==> src/rtl/axi_read_arbiter_if.sv <==
// AXI read-channel bundle (AR + R) shared by the arbiter's master-side and slave-side ports.
// The master modport is the view of whoever issues AR requests and consumes R beats.
interface axi_read_arbiter_if #(
  parameter int BusWidth = 32,
  parameter int tagbits  = 1
);
  logic                arvalid;
  logic                arready;
  logic [tagbits-1:0]  arid;
  logic [BusWidth-1:0] araddr;
  logic [3:0]          arlen;
  logic [1:0]          arsize;
  logic [1:0]          arburst;
  logic [tagbits-1:0]  rid;
  logic [BusWidth-1:0] rdata;
  logic [1:0]          rresp;
  logic                rlast;
  logic                rvalid;
  logic                rready;

  modport master (
    output arvalid, arid, araddr, arlen, arsize, arburst, rready,
    input  arready, rid, rdata, rresp, rlast, rvalid
  );

  modport slave (
    input  arvalid, arid, araddr, arlen, arsize, arburst, rready,
    output arready, rid, rdata, rresp, rlast, rvalid
  );
endinterface

==> src/rtl/axi_read_arbiter.sv <==
// Two-master round-robin AXI read arbiter; a grant-order FIFO steers R bursts back in order.
// Optional feature macro ARB_RID_CHECK_EN: store ARID per grant and raise sticky rid_err on RID mismatch.
module axi_read_arbiter #(
  parameter int BusWidth        = 32,
  parameter int tagbits         = 1,
  parameter int MAX_OUTSTANDING = 4
) (
  input  logic               ACLK,
  input  logic               ARESET,
  axi_read_arbiter_if.slave  m0,
  axi_read_arbiter_if.slave  m1,
  axi_read_arbiter_if.master s,
  output logic               rid_err
);

  localparam int PW = $clog2(MAX_OUTSTANDING);
  localparam int CW = PW + 1;

  typedef enum logic {IDLE, SEND} state_t;

  state_t              state, state_nxt;
  logic                rr, gidx, win, accept, push, pop, full, empty;
  logic [tagbits-1:0]  arid_q;
  logic [BusWidth-1:0] araddr_q;
  logic [3:0]          arlen_q;
  logic [1:0]          arsize_q, arburst_q;
  logic [PW-1:0]       wr_ptr, rd_ptr;
  logic [CW-1:0]       count;
  logic                fifo_idx [MAX_OUTSTANDING];
  logic                head_idx;

  // Round-robin pointer only matters when both masters contend.
  assign win    = (m0.arvalid && m1.arvalid) ? rr : m1.arvalid;
  assign accept = m0.arready || m1.arready;
  assign push   = (state == SEND) && s.arready;
  assign pop    = s.rvalid && s.rready && s.rlast;
  assign full   = (count == CW'(MAX_OUTSTANDING));
  assign empty  = (count == '0);

  always_ff @(posedge ACLK or posedge ARESET) begin
    if (ARESET) state <= IDLE;
    else        state <= state_nxt;
  end

  always_comb begin
    state_nxt  = state;
    m0.arready = 1'b0;
    m1.arready = 1'b0;
    s.arvalid  = 1'b0;
    case (state)
      IDLE: begin
        if (!full) begin
          m0.arready = m0.arvalid && !win;
          m1.arready = m1.arvalid && win;
          if (m0.arvalid || m1.arvalid) state_nxt = SEND;
        end
      end
      SEND: begin
        s.arvalid = 1'b1;
        if (s.arready) state_nxt = IDLE;
      end
      default: state_nxt = IDLE;
    endcase
  end

  // AR capture: fields stay frozen for the whole SEND phase.
  always_ff @(posedge ACLK or posedge ARESET) begin
    if (ARESET) begin
      arid_q    <= '0;
      araddr_q  <= '0;
      arlen_q   <= '0;
      arsize_q  <= '0;
      arburst_q <= '0;
      gidx      <= 1'b0;
      rr        <= 1'b0;
    end else begin
      if (accept) begin
        gidx      <= win;
        arid_q    <= win ? m1.arid    : m0.arid;
        araddr_q  <= win ? m1.araddr  : m0.araddr;
        arlen_q   <= win ? m1.arlen   : m0.arlen;
        arsize_q  <= win ? m1.arsize  : m0.arsize;
        arburst_q <= win ? m1.arburst : m0.arburst;
      end
      if (push) rr <= ~gidx;
    end
  end

  assign s.arid    = arid_q;
  assign s.araddr  = araddr_q;
  assign s.arlen   = arlen_q;
  assign s.arsize  = arsize_q;
  assign s.arburst = arburst_q;

  // Grant-order FIFO: pointers wrap naturally because depth is a power of two.
  always_ff @(posedge ACLK or posedge ARESET) begin
    if (ARESET) begin
      wr_ptr <= '0;
      rd_ptr <= '0;
      count  <= '0;
    end else begin
      if (push) wr_ptr <= wr_ptr + PW'(1);
      if (pop)  rd_ptr <= rd_ptr + PW'(1);
      if (push && !pop)      count <= count + CW'(1);
      else if (pop && !push) count <= count - CW'(1);
    end
  end

  always_ff @(posedge ACLK) begin
    if (push) fifo_idx[wr_ptr] <= gidx;
  end

  assign head_idx = fifo_idx[rd_ptr];

  // R steering is purely combinational off the FIFO head; an empty FIFO stalls stray beats.
  assign m0.rvalid = s.rvalid && !empty && !head_idx;
  assign m1.rvalid = s.rvalid && !empty && head_idx;
  assign s.rready  = !empty && (head_idx ? m1.rready : m0.rready);

  assign m0.rid   = s.rid;
  assign m0.rdata = s.rdata;
  assign m0.rresp = s.rresp;
  assign m0.rlast = s.rlast;
  assign m1.rid   = s.rid;
  assign m1.rdata = s.rdata;
  assign m1.rresp = s.rresp;
  assign m1.rlast = s.rlast;

`ifdef ARB_RID_CHECK_EN
  logic [tagbits-1:0] fifo_id [MAX_OUTSTANDING];

  always_ff @(posedge ACLK) begin
    if (push) fifo_id[wr_ptr] <= arid_q;
  end

  always_ff @(posedge ACLK or posedge ARESET) begin
    if (ARESET) rid_err <= 1'b0;
    else if (s.rvalid && s.rready && (s.rid != fifo_id[rd_ptr])) rid_err <= 1'b1;
  end
`else
  assign rid_err = 1'b0;
`endif

endmodule

==> src/flat_wrapper.sv <==
// flat-port wrapper written by rule: the top's interface ports become plain ports
module axi_read_arbiter_flat 
#(
  parameter int BusWidth        = 32,
  parameter int tagbits         = 1,
  parameter int MAX_OUTSTANDING = 4
)
  (ACLK, ARESET, rid_err, m0_arvalid, m0_arid, m0_araddr, m0_arlen, m0_arsize, m0_arburst, m0_rready, m0_arready, m0_rid, m0_rdata, m0_rresp, m0_rlast, m0_rvalid, m1_arvalid, m1_arid, m1_araddr, m1_arlen, m1_arsize, m1_arburst, m1_rready, m1_arready, m1_rid, m1_rdata, m1_rresp, m1_rlast, m1_rvalid, s_arvalid, s_arid, s_araddr, s_arlen, s_arsize, s_arburst, s_rready, s_arready, s_rid, s_rdata, s_rresp, s_rlast, s_rvalid);
  axi_read_arbiter_if #(.BusWidth(BusWidth), .tagbits(tagbits)) m0_i ();
  axi_read_arbiter_if #(.BusWidth(BusWidth), .tagbits(tagbits)) m1_i ();
  axi_read_arbiter_if #(.BusWidth(BusWidth), .tagbits(tagbits)) s_i ();
  input  logic ACLK;
  input  logic ARESET;
  output logic rid_err;
  input wire logic [$bits(m0_i.arvalid)-1:0] m0_arvalid;
  input wire logic [$bits(m0_i.arid)-1:0] m0_arid;
  input wire logic [$bits(m0_i.araddr)-1:0] m0_araddr;
  input wire logic [$bits(m0_i.arlen)-1:0] m0_arlen;
  input wire logic [$bits(m0_i.arsize)-1:0] m0_arsize;
  input wire logic [$bits(m0_i.arburst)-1:0] m0_arburst;
  input wire logic [$bits(m0_i.rready)-1:0] m0_rready;
  output wire logic [$bits(m0_i.arready)-1:0] m0_arready;
  output wire logic [$bits(m0_i.rid)-1:0] m0_rid;
  output wire logic [$bits(m0_i.rdata)-1:0] m0_rdata;
  output wire logic [$bits(m0_i.rresp)-1:0] m0_rresp;
  output wire logic [$bits(m0_i.rlast)-1:0] m0_rlast;
  output wire logic [$bits(m0_i.rvalid)-1:0] m0_rvalid;
  input wire logic [$bits(m1_i.arvalid)-1:0] m1_arvalid;
  input wire logic [$bits(m1_i.arid)-1:0] m1_arid;
  input wire logic [$bits(m1_i.araddr)-1:0] m1_araddr;
  input wire logic [$bits(m1_i.arlen)-1:0] m1_arlen;
  input wire logic [$bits(m1_i.arsize)-1:0] m1_arsize;
  input wire logic [$bits(m1_i.arburst)-1:0] m1_arburst;
  input wire logic [$bits(m1_i.rready)-1:0] m1_rready;
  output wire logic [$bits(m1_i.arready)-1:0] m1_arready;
  output wire logic [$bits(m1_i.rid)-1:0] m1_rid;
  output wire logic [$bits(m1_i.rdata)-1:0] m1_rdata;
  output wire logic [$bits(m1_i.rresp)-1:0] m1_rresp;
  output wire logic [$bits(m1_i.rlast)-1:0] m1_rlast;
  output wire logic [$bits(m1_i.rvalid)-1:0] m1_rvalid;
  output wire logic [$bits(s_i.arvalid)-1:0] s_arvalid;
  output wire logic [$bits(s_i.arid)-1:0] s_arid;
  output wire logic [$bits(s_i.araddr)-1:0] s_araddr;
  output wire logic [$bits(s_i.arlen)-1:0] s_arlen;
  output wire logic [$bits(s_i.arsize)-1:0] s_arsize;
  output wire logic [$bits(s_i.arburst)-1:0] s_arburst;
  output wire logic [$bits(s_i.rready)-1:0] s_rready;
  input wire logic [$bits(s_i.arready)-1:0] s_arready;
  input wire logic [$bits(s_i.rid)-1:0] s_rid;
  input wire logic [$bits(s_i.rdata)-1:0] s_rdata;
  input wire logic [$bits(s_i.rresp)-1:0] s_rresp;
  input wire logic [$bits(s_i.rlast)-1:0] s_rlast;
  input wire logic [$bits(s_i.rvalid)-1:0] s_rvalid;
  assign m0_i.arvalid = m0_arvalid;
  assign m0_i.arid = m0_arid;
  assign m0_i.araddr = m0_araddr;
  assign m0_i.arlen = m0_arlen;
  assign m0_i.arsize = m0_arsize;
  assign m0_i.arburst = m0_arburst;
  assign m0_i.rready = m0_rready;
  assign m0_arready = m0_i.arready;
  assign m0_rid = m0_i.rid;
  assign m0_rdata = m0_i.rdata;
  assign m0_rresp = m0_i.rresp;
  assign m0_rlast = m0_i.rlast;
  assign m0_rvalid = m0_i.rvalid;
  assign m1_i.arvalid = m1_arvalid;
  assign m1_i.arid = m1_arid;
  assign m1_i.araddr = m1_araddr;
  assign m1_i.arlen = m1_arlen;
  assign m1_i.arsize = m1_arsize;
  assign m1_i.arburst = m1_arburst;
  assign m1_i.rready = m1_rready;
  assign m1_arready = m1_i.arready;
  assign m1_rid = m1_i.rid;
  assign m1_rdata = m1_i.rdata;
  assign m1_rresp = m1_i.rresp;
  assign m1_rlast = m1_i.rlast;
  assign m1_rvalid = m1_i.rvalid;
  assign s_arvalid = s_i.arvalid;
  assign s_arid = s_i.arid;
  assign s_araddr = s_i.araddr;
  assign s_arlen = s_i.arlen;
  assign s_arsize = s_i.arsize;
  assign s_arburst = s_i.arburst;
  assign s_rready = s_i.rready;
  assign s_i.arready = s_arready;
  assign s_i.rid = s_rid;
  assign s_i.rdata = s_rdata;
  assign s_i.rresp = s_rresp;
  assign s_i.rlast = s_rlast;
  assign s_i.rvalid = s_rvalid;
  axi_read_arbiter #(.BusWidth(BusWidth), .tagbits(tagbits), .MAX_OUTSTANDING(MAX_OUTSTANDING)) u_core (.ACLK(ACLK), .ARESET(ARESET), .m0(m0_i), .m1(m1_i), .s(s_i), .rid_err(rid_err));
endmodule
==> config.mk <==
export PLATFORM = sky130hd
export DESIGN_NAME = axi_read_arbiter_flat
export DESIGN_NICKNAME = d
export VERILOG_FILES = /design/src/rtl/axi_read_arbiter_if.sv /design/src/rtl/axi_read_arbiter.sv /design/src/flat_wrapper.sv
export SDC_FILE = /design/constraint.sdc
export NUM_CORES = 1
export LEC_CHECK = 0
export CAP_MARGIN = 20
export CORE_MARGIN = 8
export CORE_UTILIZATION = 37
export CTS_CLUSTER_DIAMETER = 200
export DETAILED_ROUTE_END_ITERATION = 10
export PLACE_DENSITY = 0.85
export SLEW_MARGIN = 20
export SYNTH_ARGS = -nofsm -noshare
export SYNTH_HDL_FRONTEND = slang
export SYNTH_SLANG_ARGS = --single-unit
==> constraint.sdc <==
create_clock -name ACLK -period 6.89 [get_ports ACLK]
set_clock_uncertainty 0.05 [all_clocks]
set_input_delay 1.378 -clock ACLK [delete_from_list [all_inputs] [get_ports ACLK]]
set_output_delay 1.378 -clock ACLK [all_outputs]
set_load 0.005 [all_outputs]
==> impl_metrics.csv <==
group,metric,value,unit
run_status,outcome,"complete, no violations",
sta,rsz_0062_raised_after_global_routing,"false",
sta,layout_min_cycle_time,4.70,ns
clock_network,post_cts.repair.setup_buffers,0,
detailed_routing,drtPass1Iterations,4,
global_routing,gr-total-overflow,0,
clock_network,cts_buffers,5,
detailed_routing,drc_errors,0,
yosys,yosys_warnings,0,
detailed_routing,wl_per_cell,15.4,µm
detailed_routing,vias_per_cell,4.66,
clock_network,hold_buffers,0,
critical_path,timing.critical_path.arrival,3.27,ns
sta,hold_viol,0,
sta,slew_headroom,0.421,
sta,fin_tns_setup,0,ns
clock_network,ctsResizeCount,0,
clock_network,clk_root_buffer_cell,"sky130_fd_sc_hd__clkbuf_8",
pwr,cellLeakagePower,1.82,nW
yosys,synth-edff-count,4,
yosys,number_of_flip_flops_and_latches_in_the_synthesized_netlist,55,
yosys,synthMostInstantiatedCell,"sky130_fd_sc_hd__buf_4",
die,core-area,8590,µm²
yosys,synth.area.top_cells,"sky130_fd_sc_hd__dfrtp_1, sky130_fd_sc_hd__buf_4, sky130_fd_sc_hd__mux2i_1",
placed_design,post_dp_cell_area,4120,µm²
yosys,post_synth_inst_count,319,
yosys,most_area_hungry_cell_type_in_the_yosys_netlist,"sky130_fd_sc_hd__dfrtp_1",
yosys,yosysSeqAreaShare,0.433,
yosys,synth_cell_type_count,32,
critical_path,setup.worst_path.class,"in2out",
global_routing,number_of_global_route_vias_before_repair,2473,
detailed_routing,drt_iter0_markers,55,
die,die_height,109,µm
die,initial_cell_density_of_the_core,0.375,
finish,final_design_area_no_fill,4210,µm²
flow_run,max_cap_violations,0,
placed_design,port-buffer-count,139,
global_routing,largest_net_degree_at_the_start_of_global_routing,84,
finish,final.fill_count,817,
sta,max_freq,213,MHz
finish,post_route_cells_drive_above_1_share,0.0367,
yosys,synth_ff_type,"sky130_fd_sc_hd__dfrtp_1",
finish,final_net_count,512,
finish,areaGrowthSynthToFinish,30.6,%
critical_path,crit_fanout,15,
yosys,post_synth_instance_area,3230,µm²
die,core.rowCount,34,
yosys,synth.net_count,451,
sta,min_period_over_period,0.682,
critical_path,worst_ep_required_time,5.46,ns
clock_network,clock_tree_from_tritoncts,"done",
critical_path,crit_path_end_kind,"output pin",
yosys,yosys.area.top_type_share,0.396,
global_routing,grt_usage,0.124,
yosys,synth_commonest_cells,"sky130_fd_sc_hd__buf_4, sky130_fd_sc_hd__dfrtp_1, sky130_fd_sc_hd__mux2i_1",
pwr,p_per_area,350,nW/µm²
clock_network,clk_pin_slew_worst_paths,0.09,ns
critical_path,worstSetupStartpointType,"primary input",
pwr,peak_supply_drop,135,µV
finish,num_antenna_cells,0,
sta,worst_pin_slew,0.867,ns
detailed_routing,route.antenna.remaining_nets,0,
clock_network,insertion_delay,0.30,ns
detailed_routing,wl,7.52,mm
yosys,async_flop_share,0.927,
clock_network,clk_path_buf_depth,2,
clock_network,cts-htree-levels,2,
sta,slew_violations,0,
global_routing,grt_first_pass_wirelength,12.0,mm
clock_network,cts.sink_count,55,
sta,setup_failing_eps_final,0,
detailed_routing,via_count,2277,
placed_design,globalplace.congestion,0.765,
hold_path,hold_path_class,"reg2reg",
placed_design,place_hpwl,6.00,mm
yosys,synth_area_per_cell,10.1,µm²
global_routing,grt_antenna_before_repair,0,
die,ios,246,
die,floorplan.die_area,12000,µm²
die,dieWidth,109,µm
[report_power, final]
part           leakage [nW]  switching, mW  total (mW)  internal, mW
clock                0.0482          0.101       0.183        0.0815
combinational          1.11          0.308       0.715         0.407
sequential            0.660         0.0940       0.578         0.484
total                  1.82          0.503        1.48         0.972
[placed cells by master, fill, tap and decap left out, drive strengths merged]
master,Yosys,final
a21boi,1,1
a21o,1,1
and3,5,5
buf,86,2
clkbuf,1,7
clkdlybuf4s50,0,139
clkinv,0,2
conb,1,1
dfrtp,51,51
edfxtp,4,4
fa,1,1
ha,5,5
inv,7,6
mux2,1,1
mux2i,47,47
nand2,44,44
nand2b,1,1
nand3,1,1
nand3b,1,1
nor2,4,4
nor2b,1,1
nor3,1,1
nor3b,1,1
o211ai,1,1
o21ai,45,45
o31ai,1,1
or2,1,1
or3b,1,1
xnor2,2,2
xor2,3,3
[through the flow]
stage	power, mW	util	setup slack, ns	cells	hold slack, ns
after floorplan	0.974	-	3.45	319	0.400
after detailed placement	1.32	0.479	2.19	481	0.418
after global routing	1.60	0.490	2.10	489	0.446
after CTS	1.51	0.490	2.18	489	0.441
final	1.48	0.490	2.19	489	0.431
after global placement	1.28	0.479	2.23	481	0.410
[cells by family (layout without fill, tap and decap cells)]
| family | Yosys count | after routing | synth area share |
|---|---|---|---|
| other cells | 1 | 1 | 0.00116 |
| fa+ha+maj | 6 | 6 | 0.0256 |
| xor+xnor | 5 | 5 | 0.0136 |
| flops | 55 | 55 | 0.433 |
| compound gates | 49 | 49 | 0.0807 |
| buf+inv | 94 | 156 | 0.215 |
| simple gates | 61 | 61 | 0.0818 |
| mux | 48 | 48 | 0.149 |
[layer usage]
layer  wire length, µm  global-route usage
met3               874              0.0633
met5                 0                   0
met1              2790               0.132
met2              3750               0.208
met4               102              0.0395
[path summary, 6_finish.rpt]
check | start | endpoint | slack (ns) | cells after the start
max reg2reg | u_core.rd_ptr[1]$_DFFE_PP0P_ | u_core.count[1]$_DFFE_PP0P_ | 4.42 | 8
min in group asynchronous | ARESET | u_core.s.araddr[30]$_DFFE_PP0P_ | 1.49 | 2
max | m1_arvalid | m1_arready | 2.19 | 4
max in group asynchronous | ARESET | u_core.rd_ptr[0]$_DFFE_PP0P_ | 4.77 | 2
min | u_core.s.araddr[6]$_DFFE_PP0P_ | u_core.s.araddr[6]$_DFFE_PP0P_ | 0.43 | 2
min reg2reg | u_core.s.araddr[6]$_DFFE_PP0P_ | u_core.s.araddr[6]$_DFFE_PP0P_ | 0.43 | 2
[state kept, by name (all words and copies together), names as in the netlist]
register and cells:
u_core.s.araddr 32, u_core.fifo_idx 4, u_core.s.arlen 4, u_core.count 3, u_core.rd_ptr 2, u_core.s.arburst 2
u_core.s.arsize 2, u_core.wr_ptr 2, u_core.gidx 1, u_core.rr 1, u_core.s.arid 1, u_core.state 1
[critical path: stages]
cell	delay (ns)
sky130_fd_sc_hd__clkdlybuf4s50_1	0.54
sky130_fd_sc_hd__a21boi_4	0.58
sky130_fd_sc_hd__and3_1	0.27
sky130_fd_sc_hd__clkdlybuf4s50_1	0.51
[cell type report]
class | instances | area, µm² | share of cell area
clock buffer | 7 | 86.3 | 0.0205
clock inverter | 1 | 5.00 | 0.00119
inverter | 7 | 27.5 | 0.00653
multi-input combinational | 170 | 1160 | 0.274
sequential | 55 | 1400 | 0.331
tap | 108 | 135 | 0.0321
timing repair buffer | 141 | 1410 | 0.334
(Power assumes the default switching activity.)
